`src/rtl/max7219_spi_frame_tx.sv`:
```
// Serialises G_NB_MATRIX 16-bit words MSB first to a MAX7219 chain (32*HP clk per word), then pulses LOAD and o_done.
// o_data_ready only in IDLE/WAIT_WORD; words offered at other times are neither taken nor buffered.
module max7219_spi_frame_tx #(
  parameter int G_NB_MATRIX       = 8,
  parameter int G_MAX_HALF_PERIOD = 4,
  parameter int G_LOAD_DURATION   = 4
) (
  input  logic        clk,
  input  logic        rst_n,
  input  logic [15:0] i_data,
  input  logic        i_data_valid,
  output logic        o_data_ready,
  input  logic        i_clear,
  output logic        o_busy,
  output logic        o_done,
  output logic        o_max7219_clk,
  output logic        o_max7219_data,
  output logic        o_max7219_load
);

  localparam int WCW = $clog2(G_NB_MATRIX + 1);
  localparam int HCW = (G_MAX_HALF_PERIOD > 1) ? $clog2(G_MAX_HALF_PERIOD) : 1;
  localparam int LCW = (G_LOAD_DURATION > 1) ? $clog2(G_LOAD_DURATION) : 1;
  localparam logic [WCW-1:0] NB_W    = WCW'(G_NB_MATRIX);
  localparam logic [HCW-1:0] HC_LAST = HCW'(G_MAX_HALF_PERIOD - 1);
  localparam logic [LCW-1:0] LC_LAST = LCW'(G_LOAD_DURATION - 1);

  typedef enum logic [2:0] {IDLE, SHIFT, WAIT_WORD, LOAD, DONE} state_t;

  state_t           state_q, state_d;
  logic [15:0]      shreg_q, shreg_d;
  logic [WCW-1:0]   wcnt_q, wcnt_d;
  logic [3:0]       bcnt_q, bcnt_d;
  logic [HCW-1:0]   hcnt_q, hcnt_d;
  logic [LCW-1:0]   lcnt_q, lcnt_d;
  logic             phase_q, phase_d;
  logic             sclk_q, sclk_d;
  logic             sdata_q, sdata_d;
  logic             load_q, load_d;
  logic             rdy_q, rdy_d;
  logic             accept;

  // rdy_q is registered so ready stays low throughout reset and rises on the first edge after release.
  assign accept = i_data_valid & rdy_q;

  always_ff @(posedge clk or negedge rst_n) begin
    if (!rst_n) begin
      state_q <= IDLE;
      shreg_q <= '0;
      wcnt_q  <= '0;
      bcnt_q  <= '0;
      hcnt_q  <= '0;
      lcnt_q  <= '0;
      phase_q <= 1'b0;
      sclk_q  <= 1'b0;
      sdata_q <= 1'b0;
      load_q  <= 1'b0;
      rdy_q   <= 1'b0;
    end else begin
      state_q <= state_d;
      shreg_q <= shreg_d;
      wcnt_q  <= wcnt_d;
      bcnt_q  <= bcnt_d;
      hcnt_q  <= hcnt_d;
      lcnt_q  <= lcnt_d;
      phase_q <= phase_d;
      sclk_q  <= sclk_d;
      sdata_q <= sdata_d;
      load_q  <= load_d;
      rdy_q   <= rdy_d;
    end
  end

  always_comb begin
    state_d = state_q;
    shreg_d = shreg_q;
    wcnt_d  = wcnt_q;
    bcnt_d  = bcnt_q;
    hcnt_d  = hcnt_q;
    lcnt_d  = lcnt_q;
    phase_d = phase_q;
    sclk_d  = sclk_q;
    sdata_d = sdata_q;
    load_d  = load_q;

    case (state_q)
      IDLE, WAIT_WORD: begin
        if (accept) begin
          state_d = SHIFT;
          shreg_d = i_data;
          sdata_d = i_data[15];
          sclk_d  = 1'b0;
          wcnt_d  = wcnt_q + WCW'(1);
          bcnt_d  = '0;
          hcnt_d  = '0;
          phase_d = 1'b0;
        end
      end
      SHIFT: begin
        if (hcnt_q != HC_LAST) begin
          hcnt_d = hcnt_q + HCW'(1);
        end else begin
          hcnt_d = '0;
          if (!phase_q) begin
            phase_d = 1'b1;
            sclk_d  = 1'b1;
          end else begin
            // End of a high phase: the only point where the data line may move.
            phase_d = 1'b0;
            sclk_d  = 1'b0;
            if (bcnt_q == 4'd15) begin
              bcnt_d = '0;
              if (wcnt_q < NB_W) begin
                state_d = WAIT_WORD;
              end else begin
                state_d = LOAD;
                load_d  = 1'b1;
                lcnt_d  = '0;
              end
            end else begin
              bcnt_d  = bcnt_q + 4'd1;
              shreg_d = {shreg_q[14:0], 1'b0};
              sdata_d = shreg_q[14];
            end
          end
        end
      end
      LOAD: begin
        if (lcnt_q == LC_LAST) begin
          state_d = DONE;
          load_d  = 1'b0;
        end else begin
          lcnt_d = lcnt_q + LCW'(1);
        end
      end
      DONE: begin
        state_d = IDLE;
        wcnt_d  = '0;
        lcnt_d  = '0;
        shreg_d = '0;
        sdata_d = 1'b0;
      end
      default: state_d = IDLE;
    endcase

    if (i_clear) begin
      state_d = IDLE;
      shreg_d = '0;
      wcnt_d  = '0;
      bcnt_d  = '0;
      hcnt_d  = '0;
      lcnt_d  = '0;
      phase_d = 1'b0;
      sclk_d  = 1'b0;
      sdata_d = 1'b0;
      load_d  = 1'b0;
    end
  end

  assign rdy_d = (state_d == IDLE) || (state_d == WAIT_WORD);

  assign o_data_ready   = rdy_q;
  assign o_busy         = (state_q != IDLE);
  assign o_done         = (state_q == DONE);
  assign o_max7219_clk  = sclk_q;
  assign o_max7219_data = sdata_q;
  assign o_max7219_load = load_q;

endmodule

```
`config.mk`:
```
export PLATFORM = sky130hd
export DESIGN_NAME = max7219_spi_frame_tx
export DESIGN_NICKNAME = d
export VERILOG_FILES = /design/src/rtl/max7219_spi_frame_tx.sv
export SDC_FILE = /design/constraint.sdc
export NUM_CORES = 1
export LEC_CHECK = 0
export BUFFER_PORTS_ARGS = -buffer_cell sky130_fd_sc_hd__buf_2
export CAP_MARGIN = 10
export CORE_UTILIZATION = 65
export CTS_BUF_LIST = sky130_fd_sc_hd__clkbuf_4 sky130_fd_sc_hd__clkbuf_8
export CTS_CLUSTER_SIZE = 25
export DETAILED_ROUTE_END_ITERATION = 12
export PLACE_DENSITY_LB_ADDON = 0.05
export SLEW_MARGIN = 20
export SYNTH_ARGS = -nofsm -noshare
export SYNTH_HDL_FRONTEND = slang
export SYNTH_SLANG_ARGS = --single-unit
```
`constraint.sdc`:
```
create_clock -name clk -period 3.6 [get_ports clk]
set_input_delay 0.9 -clock clk [delete_from_list [all_inputs] [get_ports clk]]
set_output_delay 0.9 -clock clk [all_outputs]
set_load 0.01 [all_outputs]
```
==> impl_metrics.ini, run 1 <==
[critical_path]
start_kind = flop
crit_chain = nor3b_4, buf_2
crit_path_max_incr_delay_ns = 0.91
crit_buf_inv = 1
setup.worst_path.end_class = primary output
crit_fanout = 31
worst_r2r_path_depth = 4
cp_slowest_cell = dfrtp_1
crit_arrival_ns = 1.89
crit_cells = 2
worstPathRequired_ns = 2.70
critPathKind = flop to primary output
path_delay_family = flip-flops
r2r_start = state_q[2]$_DFF_PN0_
crit_start = state_q[2]$_DFF_PN0_

[route]
drc_errors = 0
wl_met2_um = 2363
wl_met3_um = 200
drtPass1Iterations = 5
met1Wirelength_um = 2070
via_per_inst = 6.700
ant_nets = 0
drt_iter0_drc = 224
wl_per_cell_um = 16.06
wirelength_um = 4705
top_layer = met4
vias = 1963

[clock_tree]
cts-root-buf = clkbuf_4
clkTransAtPathRegs_ns = 0.10
cts_htree_levels = 2
post_cts_buffers = 0
clk_latency_ns = 0.33
cts_resized = 0
cts_tree = done
clock-sinks = 34
cts_buffers = 5
clock_path_buffers = 2
hold_buffers = 0

[sta]
skew_ns = 0.008700
rsz0062_at_grt = false
max_slew_margin_pct = 29.78
timing.fmax_ghz = 0.3585
hold_viol = 0
setup_slack_ns = 0.8106
worstMarginPinSlew_ns = 1.049
holdWs_ns = 0.5307
final.min_clock_period_ns = 2.789
finalSetupViolations = 0
slew_viol_final = 0
fin_crit_sh_pct = 77.48
fin_tns_setup_ns = 0

[die]
chipWidth_um = 60.34
die_h_um = 60.34
start_util_pct = 70.72
rows = 20
core_area_sq_um = 3128
die-area_sq_um = 3640
boundaryPins = 26

[logic_synthesis]
netlist-cell-type-count = 46
ys.warnings.count = 0
syn_area_sq_um = 2212
avgSynthCellArea_sq_um = 9.179
seq_area_frac_synth_pct = 38.46
synth-async-reset-ratio_pct = 100.0
netlist_instances = 241
synth_largest_area_cell = dfrtp_1
synth_edf_count = 0
synth_area_leaders = dfrtp_1 (38%), a221o_1 (6.8%), nand4b_1 (6.7%)
synth_top_area_share_pct = 38.46
netlist_top_cells_count = dfrtp_1 (34), nand2_1 (22), nand2b_1 (17), nand4b_1 (17), a31oi_1 (16)
synthMostInstantiatedCell = dfrtp_1
dominantRegCellSynth = dfrtp_1
syn_nets = 265
ys_ff_latch = 34

[global_route]
grt_pass1_wl_um = 7783
overflow = 0
antenna_found_initial = 0
grt_pass1_vias = 1830
grt_max_degree = 47
globalRouteTotalUtil_pct = 28.70

[layout]
utilization_pct = 74.40
fin_area_sq_um = 2327
drive_gt1_share_pct = 16.87
antenna_cells = 0
layout.nets = 274
syn2layout_area_growth_pct = 5.204
instances_no_fill = 293
fillers = 236

[power_and_ir_drop]
power_leakage_nw = 1.121
power_uw = 744.9
vdd_drop_max_mv = 0.2400
p_per_area_nw_per_um2 = 320.1

[place]
place_inst = 287
gp_congestion = 0.8322
detailed_place_hpwl_um = 2897
dp_slack_ns = 1.204
place.port_buffers = 25
place_area_sq_um = 2276

[status]
status = complete, no violations

[worst_hold_path]
min_path_type = flop to flop
holdPathStages = 1
hold_start = hcnt_q[0]$_DFFE_PN0P_

[flow_run]
maxCapViolations = 0
## final timing paths
check                                         end  slack, ns
setup / recovery                           o_done       0.81
hold / removal              hcnt_q[0]$_DFFE_PN0P_       0.53
setup reg to reg           shreg_q[7]$_DFFE_PN0P_       1.20
hold reg to reg             hcnt_q[0]$_DFFE_PN0P_       0.53
max in group asynchronous   lcnt_q[1]$_DFFE_PN0P_       2.48
min in group asynchronous  shreg_q[5]$_DFFE_PN0P_       0.63
## state kept, by name, summed over array words and instances, names as in the netlist, 2 cells and up
register,count
hcnt_q,2
shreg_q,15
bcnt_q,4
state_q,3
lcnt_q,2
wcnt_q,4
## kinds of logic after synthesis
| group | count (synthesis) | share of synthesized area, % |
|---|---|---|
| buf+inv | 27 | 6.278 |
| flops | 34 | 38.46 |
| fa+ha+maj | 4 | 2.263 |
| mux | 2 | 0.9615 |
| compound gates | 62 | 20.99 |
| simple gates | 109 | 29.86 |
| xor+xnor | 3 | 1.188 |
## cell type report
| cell class | instances | area (sq um) | area share, % |
|---|---|---|---|
| timing repair buffer | 27 | 140.1 | 6.021 |
| multi-input combinational | 180 | 1222 | 52.53 |
| inverter | 2 | 7.507 | 0.3226 |
| tap | 44 | 55.05 | 2.366 |
| sequential | 34 | 850.8 | 36.56 |
| clock buffer | 6 | 51.30 | 2.204 |
## routing by layer
layer / global-route usage [%] / vias up
met5: 0 / -
met4: 9.635 / 0
met3: 6.610 / 10
met2: 50.71 / 55
met1: 34.41 / 974
li1: - / 924
## placed cells by master, fill, tap and decap left out, types with 3 or more instances in the layout
master     n
nor2b_1    3
dfrtp_1   34
a221o_1   15
ha_1       4
nand2_1   22
clkbuf_4   5
a22o_1     3
a21o_1     5
nand3_1    5
a21oi_1    7
nand2b_1  17
nand4b_1  17
nor3_1     5
and3_1    15
a31oi_1   16
o21ai_0    4
nor2_1    12
buf_2     25
## where the power goes
part	total (mW)	switching [mW]	leakage, nW	internal [mW]
Sequential	0.411	0.0121	0.463	0.399
Combinational	0.123	0.0747	0.628	0.0486
Clock	0.211	0.123	0.0302	0.0880
Note: power is estimated with default switching activity, not from simulation.
==> run 2: changes to the inputs <==
- CORE_UTILIZATION: 65 -> 54
- clock period: 3.6 -> 2.5 ns (I/O delays scaled with it)
==> run 2 against run 1 <==
  * Final cell count rose by 4.1%
  * Die area is 20% higher
  * Global-route usage shrank 2.2 points
  * Combinational power grew 47%
  * Worst setup slack lost 0.55 ns
  * Largest cell class unchanged
==> impl_metrics.ini, run 2 (same netlist as run 1, synthesis figures left out) <==
[critical_path]
worst_r2r_path_depth = 5
crit_chain = ha_1, and3_4, or3_1, a221o_1, nand2_1
path_delay_family = simple AND/OR/NAND/NOR gates
crit_start = bcnt_q[0]$_DFFE_PN0P_
worstPathRequired_ns = 2.72
crit_cells = 5
crit_end = shreg_q[12]$_DFFE_PN0P_
r2r_start = bcnt_q[0]$_DFFE_PN0P_
crit_arrival_ns = 2.46
start_kind = flop
setup.worst_path.end_class = flop
crit_fanout = 30
crit_path_max_incr_delay_ns = 0.74
r2r_setup_slack_ns = 0.26
critPathKind = flop to flop
cp_slowest_cell = or3_1
r2r-end = shreg_q[12]$_DFFE_PN0P_
crit_buf_inv = 0

[place]
detailed_place_hpwl_um = 3303
gp_congestion = 0.7997
dp_slack_ns = 0.2926
place.port_buffers = 25

[global_route]
grt_max_degree = 48
met3_usage_pct = 5.862
grt_pass1_wl_um = 8832
grt_pass1_vias = 1987
met1_usage_pct = 30.36
overflow = 0
antenna_found_initial = 0
met2_usage_pct = 48.72
globalRouteTotalUtil_pct = 26.46
grt.busiest_layer = met2

[die]
core_area_sq_um = 3799
chipWidth_um = 66.01
die_h_um = 66.01
rows = 22
start_util_pct = 58.23
boundaryPins = 26
die-area_sq_um = 4357

[route]
wirelength_um = 5110
wl_per_cell_um = 16.75
drt_iter0_drc = 235
drc_errors = 0
vias = 2003
drtPass1Iterations = 4
via_per_inst = 6.567
ant_nets = 0

[power_and_ir_drop]
power_mw = 1.193
power_leakage_nw = 1.171
vdd_drop_max_mv = 0.3262
p_per_area_nw_per_um2 = 492.7

[layout]
final_cell_mix = dfrtp_1 (34), buf_2 (25), nand2_1 (22)
antenna_cells = 0
final_common_cell = dfrtp_1
largest_register_ff_count = 15
top_register = shreg_q
drive_gt1_share_pct = 19.46
layout.nets = 280
syn2layout_area_growth_pct = 9.446
top_regs = shreg_q x15, bcnt_q x4, wcnt_q x4
utilization_pct = 63.74

[clock_tree]
clock-sinks = 34
cts_resized = 0
cts_tree = done
clock_path_buffers = 2
cts_buffers = 5
cts_htree_levels = 2
clk_latency_ns = 0.28
clkTransAtPathRegs_ns = 0.07
cts-root-buf = clkbuf_8
hold_buffers = 0
post_cts_buffers = 0

[sta]
slew_viol_final = 0
worstMarginPinSlew_ns = 0.9547
skew_ns = 0.003668
timing.fmax_ghz = 0.4458
fin_tns_setup_ns = 0
rsz0062_at_grt = false
holdWs_ns = 0.4152
hold_viol = 0
final.min_clock_period_ns = 2.243
finalSetupViolations = 0
max_slew_margin_pct = 36.35
fin_crit_sh_pct = 89.72
setup_slack_ns = 0.2570

[worst_hold_path]
min_path_type = input port to async pin

[flow_run]
maxCapViolations = 0

[status]
status = complete, no violations
[run 2: changes by cell type in the layout (fill, tap and decap cells not counted), sizes merged]
cell | before | now
clkbuf | 6 | 7
buf | 27 | 33
clkinv | 0 | 1
[run 2: power breakdown]
group,switching [mW],total (mW),internal (mW)
sequential,0.0165,0.592,0.575
combinational,0.110,0.181,0.0709
clock,0.188,0.420,0.233
total,0.314,1.19,0.879
[run 2: area by class of cell]
cell class,count,area (sq um)
clock buffers,7,90.09
clock inverters,1,5.005
fillers,336,1378
inverters,2,7.507
multi-input cells,180,1222
flip-flops and latches,34,850.8
well taps,48,60.06
repair buffers,33,185.2
[run 2: worst min-delay path by stage]
stage                                   endpoint  slack [ns]  cells after the start
after floorplan            bcnt_q[0]$_DFFE_PN0P_        0.33                      0
after global placement     hcnt_q[0]$_DFFE_PN0P_        0.49                      1
after detailed placement   hcnt_q[1]$_DFFE_PN0P_        0.50                      1
after CTS                 shreg_q[2]$_DFFE_PN0P_        0.44                      1
after global routing      shreg_q[2]$_DFFE_PN0P_        0.47                      1
final                     shreg_q[2]$_DFFE_PN0P_        0.42                      1
[run 2: metrics by stage]
step | cell area [sq um] | instances
after floorplan | 2212 | 241
after global placement | 2326 | 297
after detailed placement | 2326 | 297
after CTS | 2421 | 305
after global routing | 2421 | 305
final | 2421 | 305
[run 2: per-layer routing]
| layer | routed length (um) | up-vias |
|---|---|---|
| met5 | 0 | - |
| met4 | 25 | 0 |
| met3 | 227 | 2 |
| met2 | 2721 | 58 |
| met1 | 2136 | 1005 |
| li1 | - | 938 |
